==> src/rtl/tetris_pkg.sv <==
// Shared Tetris timing defaults, level constants and the speed-curve helpers
// used by the input front-end, the game FSM and the score display.
package tetris_pkg;

  localparam int unsigned DEBOUNCE_CYCLES_DEF = 250000;
  localparam int unsigned REPEAT_DELAY_DEF    = 4000000;
  localparam int unsigned REPEAT_RATE_DEF     = 2000000;
  localparam int unsigned TICK_BASE_DEF       = 25000000;
  localparam int unsigned TICK_STEP_DEF       = 2000000;
  localparam int unsigned TICK_MIN_DEF        = 5000000;

  localparam int LEVEL_W = 4;
  localparam logic [LEVEL_W-1:0] LEVEL_MAX = 4'd15;

  typedef struct packed {
    logic left;
    logic right;
    logic rotate;
    logic start;
  } btn_req_t;

  function automatic logic [LEVEL_W-1:0] score_to_level(input logic [7:0] score);
    logic [4:0] raw_level;
    raw_level = score[7:3];
    if (raw_level > 5'(LEVEL_MAX)) return LEVEL_MAX;
    return raw_level[LEVEL_W-1:0];
  endfunction

  // Any subtraction that would underflow or dip below the floor yields min_p.
  function automatic logic [31:0] tick_period(input logic [LEVEL_W-1:0] level,
                                              input logic [31:0] base,
                                              input logic [31:0] step,
                                              input logic [31:0] min_p);
    logic [31:0] dec;
    dec = 32'(level) * step;
    if (dec >= base) return min_p;
    if ((base - dec) < min_p) return min_p;
    return base - dec;
  endfunction

endpackage

==> src/rtl/btn_conditioner.sv <==
// One push-button path: 2-FF synchroniser, debounce counter and a one-cycle
// press pulse on each debounced rising edge.
module btn_conditioner #(
  parameter int unsigned DEBOUNCE_CYCLES = 250000
) (
  input  logic clk,
  input  logic reset,
  input  logic btn_raw,
  output logic debounced,
  output logic press
);

  localparam int CNT_W = (DEBOUNCE_CYCLES > 1) ? $clog2(DEBOUNCE_CYCLES) : 1;
  localparam logic [CNT_W-1:0] CNT_LAST = CNT_W'(DEBOUNCE_CYCLES - 1);

  logic [1:0]       sync;
  logic [CNT_W-1:0] cnt;
  logic             debounced_q;

  // The counter only runs while the synced input disagrees with the debounced
  // state, so any bounce back to agreement restarts the qualification window.
  always_ff @(posedge clk or posedge reset) begin
    if (reset) begin
      sync        <= '0;
      cnt         <= '0;
      debounced   <= 1'b0;
      debounced_q <= 1'b0;
      press       <= 1'b0;
    end else begin
      sync        <= {sync[0], btn_raw};
      debounced_q <= debounced;
      press       <= debounced & ~debounced_q;
      if (sync[1] == debounced) begin
        cnt <= '0;
      end else if (cnt == CNT_LAST) begin
        debounced <= ~debounced;
        cnt       <= '0;
      end else begin
        cnt <= cnt + CNT_W'(1);
      end
    end
  end

endmodule

==> src/rtl/tetris_input_ctrl.sv <==
// Tetris input front-end: conditioned buttons with left/right auto-repeat,
// per-tick request latches, score-driven level and the gravity tick onehuzz.
module tetris_input_ctrl
  import tetris_pkg::*;
#(
  parameter int unsigned DEBOUNCE_CYCLES = DEBOUNCE_CYCLES_DEF,
  parameter int unsigned REPEAT_DELAY    = REPEAT_DELAY_DEF,
  parameter int unsigned REPEAT_RATE     = REPEAT_RATE_DEF,
  parameter int unsigned TICK_BASE       = TICK_BASE_DEF,
  parameter int unsigned TICK_STEP       = TICK_STEP_DEF,
  parameter int unsigned TICK_MIN        = TICK_MIN_DEF
) (
  input  logic               clk,
  input  logic               reset,
  input  logic               btn_left_raw,
  input  logic               btn_right_raw,
  input  logic               btn_rotate_raw,
  input  logic               btn_start_raw,
  input  logic [7:0]         score,
  input  logic               gameover,
  output logic               onehuzz,
  output logic               left_o,
  output logic               right_o,
  output logic               rotate_o,
  output logic               start_o,
  output logic [LEVEL_W-1:0] level_o
);

  localparam int unsigned REP_MAX = (REPEAT_DELAY > REPEAT_RATE) ? REPEAT_DELAY : REPEAT_RATE;
  localparam int REP_W = $clog2(REP_MAX + 1);
  localparam logic [REP_W-1:0] REP_FIRST = REP_W'(REPEAT_DELAY);
  localparam logic [REP_W-1:0] REP_NEXT  = REP_W'(REPEAT_RATE);

  logic left_deb, right_deb, rotate_deb, start_deb;
  logic left_press, right_press, rotate_press, start_press;
  logic unused_deb;

  btn_conditioner #(.DEBOUNCE_CYCLES(DEBOUNCE_CYCLES)) u_left (
    .clk(clk), .reset(reset), .btn_raw(btn_left_raw),
    .debounced(left_deb), .press(left_press)
  );
  btn_conditioner #(.DEBOUNCE_CYCLES(DEBOUNCE_CYCLES)) u_right (
    .clk(clk), .reset(reset), .btn_raw(btn_right_raw),
    .debounced(right_deb), .press(right_press)
  );
  btn_conditioner #(.DEBOUNCE_CYCLES(DEBOUNCE_CYCLES)) u_rotate (
    .clk(clk), .reset(reset), .btn_raw(btn_rotate_raw),
    .debounced(rotate_deb), .press(rotate_press)
  );
  btn_conditioner #(.DEBOUNCE_CYCLES(DEBOUNCE_CYCLES)) u_start (
    .clk(clk), .reset(reset), .btn_raw(btn_start_raw),
    .debounced(start_deb), .press(start_press)
  );

  assign unused_deb = rotate_deb ^ start_deb;

  logic [1:0]       lr_deb;
  logic [1:0]       rep_first;
  logic [1:0]       rep_pulse;
  logic [REP_W-1:0] hold_cnt [2];

  assign lr_deb = {right_deb, left_deb};

  // Index 0 is left, 1 is right. The counter starts the cycle the debounced
  // level rises, which lands the first repeat REPEAT_DELAY after the press pulse.
  always_ff @(posedge clk or posedge reset) begin
    if (reset) begin
      rep_first <= 2'b11;
      rep_pulse <= 2'b00;
      for (int i = 0; i < 2; i++) hold_cnt[i] <= '0;
    end else begin
      for (int i = 0; i < 2; i++) begin
        rep_pulse[i] <= 1'b0;
        if (!lr_deb[i]) begin
          hold_cnt[i]  <= '0;
          rep_first[i] <= 1'b1;
        end else if (hold_cnt[i] == (rep_first[i] ? REP_FIRST : REP_NEXT)) begin
          rep_pulse[i] <= 1'b1;
          hold_cnt[i]  <= REP_W'(1);
          rep_first[i] <= 1'b0;
        end else begin
          hold_cnt[i] <= hold_cnt[i] + REP_W'(1);
        end
      end
    end
  end

  logic     left_evt, right_evt, tick_rise, onehuzz_q;
  btn_req_t req_q, req_d;

  // New events override the post-sample clear so a press on that edge is kept.
  always_comb begin
    left_evt  = left_press | rep_pulse[0];
    right_evt = right_press | rep_pulse[1];
    tick_rise = onehuzz & ~onehuzz_q;
    req_d     = req_q;
    if (tick_rise) req_d = '0;
    if (left_evt) begin
      req_d.left  = 1'b1;
      req_d.right = 1'b0;
    end else if (right_evt) begin
      req_d.right = 1'b1;
      req_d.left  = 1'b0;
    end
    if (rotate_press) req_d.rotate = 1'b1;
    if (start_press) req_d.start = 1'b1;
    if (gameover) begin
      req_d.left   = 1'b0;
      req_d.right  = 1'b0;
      req_d.rotate = 1'b0;
    end
  end

  logic [31:0] half_cnt, half_len;

  // The half-period is only reloaded on a toggle, so level changes never cut a phase short.
  always_ff @(posedge clk or posedge reset) begin
    if (reset) begin
      onehuzz   <= 1'b0;
      onehuzz_q <= 1'b0;
      half_cnt  <= '0;
      half_len  <= 32'(TICK_BASE / 2);
      level_o   <= '0;
      req_q     <= '0;
    end else begin
      level_o   <= score_to_level(score);
      onehuzz_q <= onehuzz;
      req_q     <= req_d;
      if (half_cnt == half_len - 32'd1) begin
        onehuzz  <= ~onehuzz;
        half_cnt <= '0;
        half_len <= tick_period(level_o, 32'(TICK_BASE), 32'(TICK_STEP), 32'(TICK_MIN)) >> 1;
      end else begin
        half_cnt <= half_cnt + 32'd1;
      end
    end
  end

  assign left_o   = req_q.left;
  assign right_o  = req_q.right;
  assign rotate_o = req_q.rotate;
  assign start_o  = req_q.start;

endmodule

==> config.mk <==
export PLATFORM = sky130hd
export DESIGN_NAME = tetris_input_ctrl
export DESIGN_NICKNAME = d
export VERILOG_FILES = /design/src/rtl/tetris_pkg.sv /design/src/rtl/btn_conditioner.sv /design/src/rtl/tetris_input_ctrl.sv
export SDC_FILE = /design/constraint.sdc
export NUM_CORES = 1
export LEC_CHECK = 0
export ABC_AREA = 1
export CORE_AREA = 8 8 162 224
export CTS_CLUSTER_DIAMETER = 100
export CTS_CLUSTER_SIZE = 25
export DETAILED_ROUTE_END_ITERATION = 16
export DIE_AREA = 0 0 170 232
export RECOVER_POWER = 25
export SLEW_MARGIN = 10
export SYNTH_ARGS = -nofsm -noshare
export SYNTH_HDL_FRONTEND = slang
export SYNTH_SLANG_ARGS = --single-unit
export TNS_END_PERCENT = 30
==> constraint.sdc <==
create_clock -name clk -period 6.15 [get_ports clk]
set_input_delay 0.9225 -clock clk [delete_from_list [all_inputs] [get_ports clk]]
set_output_delay 0.9225 -clock clk [all_outputs]
set_load 0.01 [all_outputs]
==> flow_metrics.tcl <==
set metrics [dict create \
    start_util_pct 34.3 \
    avgRoutedWirePerCell_um 12.5 \
    max_slew_margin_pct 39.5 \
    ys_top_cells_by_count "nand2_1 (254), nor2_1 (220), dfrtp_1 (188), inv_1 (188), nand3_1 (76)" \
    timing.setup.critical_path_class "reg -> reg" \
    clock_sinks 201 \
    vias 9102 \
    n_antenna_cell 0 \
    ys_seq_area_share_pct 44.6 \
    avgSynthCellArea_um2 7.98 \
    rsz0062_at_grt "no" \
    power_density_mw_per_mm2 229 \
    startpoint_type "flip-flop" \
    n_fill_cell 3450 \
    r2r-end "half_len[9]$_DFFE_PP0N_" \
    totalWireLength_um 23700 \
    htree_levels 1 \
    switchingPower_mw 0.845 \
    yosysWarnings 0 \
    p_leak_nw 5.45 \
    cts_hold_buf 0 \
    ctsLongestPathBuffers 3 \
    dieArea_mm2 0.0394 \
    grt-ovfl-total 0 \
    cts_setup_buffers 0 \
    synth_nets 1467 \
    end_kind "flip-flop" \
    grt_usage_pct 12.2 \
    synth_cell_types 56 \
    cts_buffers 12 \
    io_pins 24 \
    tightestPinTransition_ps 895 \
    clkPwrFrac_pct 30.3 \
    place.gp.congestion 0.905 \
    fin_util_pct 37.6 \
    cts_tree "done" \
    combPwrFrac_pct 18.2 \
    io_buffers 20 \
    status "finished, final reports clean" \
    antenna_left 0 \
    async_flop_share_pct 100 \
    die_h_um 232 \
    ys.flop_type "dfrtp_1" \
    finalSetupViolations 0 \
    clk_latency_ps 480 \
    finalNetCount 1489 \
    crit_path_end "half_len[9]$_DFFE_PP0N_" \
    r2r_cells 17 \
    finalCritPeriodShare_pct 59.2 \
    synth_largest_area_cell "dfrtp_1" \
    clkTransAtPathRegs_ps 100 \
    cts_root_buf "clkbuf_16" \
    required_ps 6530 \
    hp-class "reg -> reg" \
    drive_gt1_share_pct 6.29 \
    p_int_mw 2.00 \
    cp_data_arrival_time_ps 4020 \
    first_pass_iters 5 \
    synth_edf_count 0 \
    die_x_um 170 \
    via_per_inst 4.81 \
    placementRows 79 \
    grt_start_max_net_pins 151 \
    synth_area_mm2 0.0113 \
    crit_fanout 15 \
    postCtsResizedCells 0 \
    grt_pass1_vias 9016 \
    timing.fmax_ghz 0.275 \
    post-synth-top-count-cell "nand2_1" \
    p_sw_share_pct 29.8 \
    r2r_start "level_o[1]$_DFF_PP0_" \
    finalSetupTns_ps 0 \
    crit_path_start "level_o[1]$_DFF_PP0_" \
    finalHoldViolCount 0 \
    syn2layout_area_growth_pct 9.48 \
    timing.final.crit_period_ps 3640 \
    drc 0 \
    ys_ff_latch 201 \
    r2r_slack_ps 2510 \
    core_mm2 0.0330 \
    syn_inst 1419 \
    drv_cap 0 \
    yosys.area.top_type_share_pct 41.5 \
    synth_area_leaders "dfrtp_1 (42%), nand2_1 (8.4%), nor2_1 (7.3%)" \
    skew_ps 32.2 \
    first_iter_violations 387 \
    antenna_found_initial 0 \
    power_frac_seq_pct 51.5 \
    drv_slew 0 \
    dp_hpwl_um 17600 \
    peakVddDrop_mv 0.113 \
    grt_pass1_wl_um 40700 \
]
placed cells by master (no fill, tap or decap), drive strengths merged, types with 4 or more instances in the layout:
cell / count
o21ai: 31
inv: 195
clkbuf: 18
dfstp: 13
xor2: 55
a21oi: 66
nor2: 228
clkinv: 6
o21a: 5
dfrtp: 188
or2: 13
nor3b: 13
clkdlybuf4s50: 13
nand2: 266
ha: 28
a211oi: 8
nor4: 34
nand3: 77
dlygate4sd3: 7
nand4: 43
xnor2: 22
nand3b: 4
a31oi: 7
fa: 5
nor3: 75
power by group through the flow:
stage	combinational (mW)	clock, mW	sequential, mW
floorplan	0.439	0	1.47
global placement	0.517	0	1.49
detailed placement	0.524	0	1.49
CTS	0.526	0.909	1.46
global route	0.597	0.950	1.48
finish	0.517	0.862	1.46
worst min path at each step:
stage,startpoint,end,depth (start not counted)
floorplan,u_left.sync[0]$_DFF_PP0_,u_left.sync[1]$_DFF_PP0_,0
global placement,u_left.sync[0]$_DFF_PP0_,u_left.sync[1]$_DFF_PP0_,0
detailed placement,u_left.sync[0]$_DFF_PP0_,u_left.sync[1]$_DFF_PP0_,0
CTS,u_left.sync[0]$_DFF_PP0_,u_left.sync[1]$_DFF_PP0_,0
global route,u_right.sync[0]$_DFF_PP0_,u_right.sync[1]$_DFF_PP0_,0
finish,u_left.sync[0]$_DFF_PP0_,u_left.sync[1]$_DFF_PP0_,0
critical path, stage by stage (launching register included):
cell,delay (ps)
dfrtp_1,560
fa_1,630
inv_1,60
fa_1,500
inv_1,40
ha_1,340
a21oi_1,200
nand3_1,90
nand2_1,130
nand2_1,60
nor2_1,160
nand3_2,120
nand3_1,140
nand2_2,80
nor2_4,130
nand2_4,140
nand2_1,100
nand2_1,50
metrics by stage:
stage          area (um^2)  setup WS [ps]  hold slack [ps]  power, mW  instances
2_1_floorplan        11300           2640              331       1.91       1419
3_3_place_gp         12000           2560              333       2.00       1872
3_5_place_dp         12000           2500              337       2.01       1872
4_1_cts              12400           2480              361       2.90       1891
5_1_grt              12400           2160              373       3.02       1891
6_report             12400           2510              357       2.84       1891
registers in the layout, indices dropped and copies added, names as in the netlist, 4 cells and up:
name / flops
level_o: 4
half_cnt: 32
u_start.cnt: 18
hold_cnt: 44
u_left.cnt: 18
u_rotate.cnt: 18
u_right.cnt: 18
half_len: 19
layout make-up:
class / instances / area [um^2] / area share (%)
Clock buffer: 18 / 344 / 2.78
Clock inverter: 1 / 30.0 / 0.242
Inverter: 201 / 756 / 6.10
Multi-Input combinational cell: 1002 / 5430 / 43.8
Sequential cell: 201 / 5050 / 40.7
Tap cell: 445 / 557 / 4.49
Timing Repair Buffer: 23 / 235 / 1.90
cell families after synthesis:
group | Yosys count | share of synthesized area, %
simple gates | 757 | 30.8
buf+inv | 216 | 7.42
flops | 201 | 44.6
compound gates | 132 | 6.97
xor+xnor | 77 | 5.96
fa+ha+maj | 33 | 3.98
mux | 3 | 0.298
metal layers:
metal / share of wire [%] / GRT usage [%]
met1: 43 / 13.6
met5: 0 / 0
met4: 3.5 / 5.14
met2: 52 / 23.1
met3: 1.6 / 1.00
No activity file was read; power rests on OpenSTA's default activity.
